File: src/rtl/fp_format_pkg.sv
// Shared definitions for the exception-tagged internal floating-point format.
//
// Packed word layout (size bits total):
//   [size-1 : size-2]  exception tag (zero / normal_number / infinity / NaN)
//   [sign_pos]         sign
//   [exp_msb:exp_lsb]  biased exponent
//   [man_msb:0]        mantissa fraction (hidden 1 not stored)
//
// Also holds the converter state encoding so that the FP blocks share one
// definition of IDLE/NORM/ROUND/DONE.
package fp_format_pkg;

  localparam int size_int             = 32;
  localparam int size_mantissa        = 24;
  localparam int size_exponent        = 8;
  localparam int size_exception_field = 2;
  localparam int size_counter         = 6;
  localparam int size                 = size_mantissa + size_exponent + size_exception_field;

  localparam int bias = 127;

  localparam logic [size_exception_field-1:0] zero          = 2'd0;
  localparam logic [size_exception_field-1:0] normal_number = 2'd1;
  localparam logic [size_exception_field-1:0] infinity      = 2'd2;
  localparam logic [size_exception_field-1:0] NaN           = 2'd3;

  // Bit positions inside the packed word.
  localparam int exc_msb  = size - 1;
  localparam int exc_lsb  = size - size_exception_field;
  localparam int sign_pos = size_mantissa + size_exponent - 1;
  localparam int exp_msb  = sign_pos - 1;
  localparam int exp_lsb  = size_mantissa - 1;
  localparam int man_msb  = size_mantissa - 2;

  typedef enum logic [1:0] {
    IDLE  = 2'd0,
    NORM  = 2'd1,
    ROUND = 2'd2,
    DONE  = 2'd3
  } conv_state_t;

  // Assemble a packed word; the mantissa argument carries the hidden bit,
  // which is dropped here.
  function automatic logic [size-1:0] pack_fp(
    input logic [size_exception_field-1:0] exc,
    input logic                            sign,
    input logic [size_exponent-1:0]        exponent,
    input logic [size_mantissa-1:0]        mantissa
  );
    pack_fp = {exc, sign, exponent, mantissa[size_mantissa-2:0]};
  endfunction

endpackage

File: src/rtl/fp_round_nearest_even.sv
// Combinational round-to-nearest-even stage.
//
// Ports:
//   mantissa          normalised mantissa including hidden bit (1.M)
//   guard             first bit below the mantissa LSB
//   sticky            OR of all bits below the guard bit
//   exponent          biased exponent of the unrounded value
//   rounded_mantissa  mantissa after rounding (renormalised on carry-out)
//   rounded_exponent  exponent, incremented when rounding carried out
//   inexact           any discarded bit was nonzero
module fp_round_nearest_even
  import fp_format_pkg::*;
(
  input  logic [size_mantissa-1:0] mantissa,
  input  logic                     guard,
  input  logic                     sticky,
  input  logic [size_exponent-1:0] exponent,
  output logic [size_mantissa-1:0] rounded_mantissa,
  output logic [size_exponent-1:0] rounded_exponent,
  output logic                     inexact
);

  logic                   round_up;
  logic [size_mantissa:0] sum;

  // Ties (guard set, sticky clear) only round up when the LSB is odd.
  assign round_up = guard & (sticky | mantissa[0]);
  assign sum      = {1'b0, mantissa} + {{size_mantissa{1'b0}}, round_up};
  assign inexact  = guard | sticky;

  // A carry out of the mantissa means it was all ones: the value becomes
  // 1.000... with the exponent bumped by one.
  always_comb begin
    rounded_mantissa = sum[size_mantissa-1:0];
    rounded_exponent = exponent;
    if (sum[size_mantissa]) begin
      rounded_mantissa = {1'b1, {(size_mantissa-1){1'b0}}};
      rounded_exponent = exponent + 1'b1;
    end
  end

endmodule

File: src/rtl/int_to_fp_converter.sv
// Iterative integer to exception-tagged floating-point converter.
// Captures a signed/unsigned integer, normalises one bit per cycle, rounds
// to nearest-even and holds the result until the consumer takes it.
//
// Ports:
//   clk, rst_n           clock, asynchronous active-low reset
//   in_valid_i/in_ready_o input handshake (ready only in IDLE)
//   int_i, is_signed_i   operand and its signedness
//   out_valid_o/out_ready_i output handshake
//   resulted_number_o    {exception, sign, exponent, fraction}
//   inexact_o            rounding discarded nonzero bits
module int_to_fp_converter
  import fp_format_pkg::*;
(
  input  logic                clk,
  input  logic                rst_n,
  input  logic                in_valid_i,
  output logic                in_ready_o,
  input  logic [size_int-1:0] int_i,
  input  logic                is_signed_i,
  output logic                out_valid_o,
  input  logic                out_ready_i,
  output logic [size-1:0]     resulted_number_o,
  output logic                inexact_o
);

  localparam int guard_pos = size_int - size_mantissa - 1;
  localparam logic [size_exponent-1:0] exp_top = size_exponent'(bias + size_int - 1);

  conv_state_t             state;
  logic [size_int-1:0]     mag;
  logic [size_counter-1:0] cnt;
  logic                    sign_r;
  logic [size-1:0]         result_r;
  logic                    inexact_r;

  logic                     capture_sign;
  logic [size_int-1:0]      capture_mag;
  logic [size_exponent-1:0] exp_norm;
  logic [size_mantissa-1:0] mant_rnd;
  logic [size_exponent-1:0] exp_rnd;
  logic                     inexact_rnd;

  assign capture_sign = is_signed_i & int_i[size_int-1];
  // The most negative value negates to itself, which read as unsigned is
  // exactly its magnitude.
  assign capture_mag  = capture_sign ? (~int_i + 1'b1) : int_i;

  // The counter holds the number of leading zeros shifted out.
  assign exp_norm = exp_top - size_exponent'(cnt);

  fp_round_nearest_even u_round (
    .mantissa         (mag[size_int-1 -: size_mantissa]),
    .guard            (mag[guard_pos]),
    .sticky           (|mag[guard_pos-1:0]),
    .exponent         (exp_norm),
    .rounded_mantissa (mant_rnd),
    .rounded_exponent (exp_rnd),
    .inexact          (inexact_rnd)
  );

  assign in_ready_o        = (state == IDLE);
  assign out_valid_o       = (state == DONE);
  assign resulted_number_o = result_r;
  assign inexact_o         = inexact_r;

  // Main control and datapath. A zero magnitude is recognised on the first
  // NORM cycle, which also keeps the shift loop from running forever.
  always_ff @(posedge clk or negedge rst_n) begin
    if (!rst_n) begin
      state     <= IDLE;
      mag       <= '0;
      cnt       <= '0;
      sign_r    <= 1'b0;
      result_r  <= '0;
      inexact_r <= 1'b0;
    end else begin
      case (state)
        IDLE: begin
          if (in_valid_i) begin
            sign_r <= capture_sign;
            mag    <= capture_mag;
            cnt    <= '0;
            state  <= NORM;
          end
        end
        NORM: begin
          if (mag == '0) begin
            result_r  <= pack_fp(zero, 1'b0, '0, '0);
            inexact_r <= 1'b0;
            state     <= DONE;
          end else if (!mag[size_int-1]) begin
            mag <= {mag[size_int-2:0], 1'b0};
            cnt <= cnt + 1'b1;
          end else begin
            state <= ROUND;
          end
        end
        ROUND: begin
          result_r  <= pack_fp(normal_number, sign_r, exp_rnd, mant_rnd);
          inexact_r <= inexact_rnd;
          state     <= DONE;
        end
        DONE: begin
          if (out_ready_i) begin
            state <= IDLE;
          end
        end
        default: state <= IDLE;
      endcase
    end
  end

endmodule
File: config.mk
export PLATFORM = sky130hd
export DESIGN_NAME = int_to_fp_converter
export DESIGN_NICKNAME = d
export VERILOG_FILES = /design/src/rtl/fp_format_pkg.sv /design/src/rtl/fp_round_nearest_even.sv /design/src/rtl/int_to_fp_converter.sv
export SDC_FILE = /design/constraint.sdc
export NUM_CORES = 1
export LEC_CHECK = 0
export CORE_UTILIZATION = 35
export CTS_CLUSTER_DIAMETER = 40
export DETAILED_ROUTE_END_ITERATION = 10
export HOLD_SLACK_MARGIN = 0.03
export SKIP_CTS_REPAIR_TIMING = 1
export SYNTH_ARGS = -nofsm -noshare
export SYNTH_HDL_FRONTEND = slang
export SYNTH_HIERARCHICAL = 1
export SYNTH_SLANG_ARGS = --single-unit
File: constraint.sdc
create_clock -name clk -period 3.1 [get_ports clk]
set_input_delay 0.62 -clock clk [delete_from_list [all_inputs] [get_ports clk]]
set_output_delay 0.62 -clock clk [all_outputs]
set_load 0.02 [all_outputs]
==> impl_metrics.toml <==
[worst_setup_path]
endpoint_kind = "flip-flop"
crit_required_ns = 3.31
critPathMaxStageDelay_ns = 0.54
critPathLaunchType = "flip-flop"
crit_family = "simple AND/OR/NAND/NOR gates"
path_buf_inv = 0
cp_max_fo = 14
cpMaxStageDelayCell = "or4_1"
worstPathCellList = "or4_1, or2_1, o21a_1, ha_1, ha_1, nand3_1, nor2_2, and3_4, and3_2, xor2_1, nand3_1, o21ai_1"
arrival_ns = 3.15
worst-setup-path-type = "reg2reg"

[sta]
hold_violations = 0
min_period_ns = 2.94
max_freq_ghz = 0.340
setup_violations = 0
max_slew_margin = 0.559
hold_ws_ns = 0.305
skew_ns = 0.0101
slew_violations = 0
rsz0062_at_grt = "no"
worst_slew_pin_slew_ns = 0.662
tns_ns = 0
finalCritPeriodShare = 0.949

[yosys]
synth_nets = 630
avgSynthCellArea_um2 = 8.61
yosysWarnings = 6
syn_area_um2 = 5030
syn_inst = 584

[clock_network]
clockBufferDepth = 2
htree_num_levels = 3
clkLatencyLatePin_ns = 0.34
tritoncts = "yes"
clock-sinks = 75
clk_pin_slew_ns = 0.06
root_buffer = "clkbuf_16"
cts_inserted_buffers = 9

[pwr]
cellLeakagePower_uw = 0.00246
total_power_uw = 5190
peakVddDrop_mv = 0.295
powerDensity_nw_per_um2 = 831

[drt]
vias_per_cell = 5.30
drt_iter0_markers = 343
drc = 0
via_count = 4473
drt-pass1-iter-count = 5
routed_wl_um = 12800
ant_nets = 0
wl_per_cell_um = 15.1

[place]
postPlaceCellArea_um2 = 5940
gp_congestion = 0.927
port_buffers = 72
dp_hpwl_um = 9710

[job]
maxCapViolCount = 0

[status]
status = "finished clean"

[layout]
final_area_um2 = 6250
final_nets = 705
utilization = 0.448
antennaDiodeCount = 0
drive_above_1_share = 0.102
syn2layout_area_growth_pct = 24.2

[floorplanning]
rows = 43
core_region_area_um2 = 13900
die_w_um = 122
initial_core_util = 0.361
boundaryPins = 74
die_h_um = 122
die_area_um2 = 14900

[global_routing]
grtUsageTotal = 0.180
overflow = 0
grt_max_degree = 65
grt_pass1_wl_um = 21200
antenna_found_initial = 0
grt_pass1_vias = 4290

[worst_hold_path]
hp-class = "in2async"
[path summary, 6_finish.rpt]
kind	cells after the start	slack, ns	from	endpoint
min in group clk	2	0.51	mag[2]	mag[2]
setup / recovery	12	0.16	mag[3]	resulted_number_o[30]
hold / removal	1	0.31	rst_n	mag[1]
setup reg to reg	12	0.16	mag[3]	resulted_number_o[30]
max in group asynchronous	2	2.01	rst_n	resulted_number_o[18]
hold reg to reg	2	0.51	mag[2]	mag[2]
[cells in the final DEF, fill, tap and decap left out, types with 13 or more instances in the layout]
cell type,n
o21ai_0,56
xor2_1,24
a21oi_1,21
nand3_1,51
nor2_1,35
clkdlybuf4s50_1,71
inv_1,48
nand2_1,41
xnor2_1,30
dfrtp_1,75
buf_4,24
nand4_1,13
[layout make-up]
| type | instances | area [µm²] |
|---|---|---|
| clock buffers | 11 | 233 |
| multi-input cells | 426 | 2720 |
| well taps | 180 | 225 |
| fillers | 1355 | 7690 |
| repair buffers | 98 | 936 |
| flip-flops and latches | 75 | 1880 |
| inverters | 49 | 184 |
| clock inverters | 5 | 77.6 |
[worst register-to-register path, stage by stage, from the launching register on]
cell and delay, ns:
dfrtp_1 0.39, or4_1 0.54, or2_1 0.27, o21a_1 0.19, ha_1 0.21, ha_1 0.24, nand3_1 0.17, nor2_2 0.09
and3_4 0.22, and3_2 0.20, xor2_1 0.14, nand3_1 0.08, o21ai_1 0.08
[per-stage QoR]
| step | setup WS (ns) | instances |
|---|---|---|
| 2_1_floorplan | 0.320 | 584 |
| 3_3_place_gp | 0.194 | 828 |
| 3_5_place_dp | 0.0976 | 828 |
| 4_1_cts | 0.185 | 844 |
| 5_1_grt | 0.0427 | 844 |
| 6_report | 0.159 | 844 |
[per-layer routing]
layer  track usage  up-vias  share of wire
met5             0        -              0
met1         0.255     2081           0.49
li1              -     2234              -
met2         0.278      142           0.44
met3        0.0220       16          0.046
met4        0.0748        0          0.018
[sequential cells by signal, indices dropped and copies added, names as in the netlist]
| register | count |
|---|---|
| state | 2 |
| cnt | 6 |
| sign_r | 1 |
| mag | 32 |
| resulted_number_o | 33 |
| inexact_o | 1 |
[where the power goes]
part / internal [µW] / switching (µW) / total [µW]
combinational: 1030 / 1290 / 2330
sequential: 1330 / 439 / 1770
clock: 702 / 392 / 1090
(Power assumes the default switching activity.)
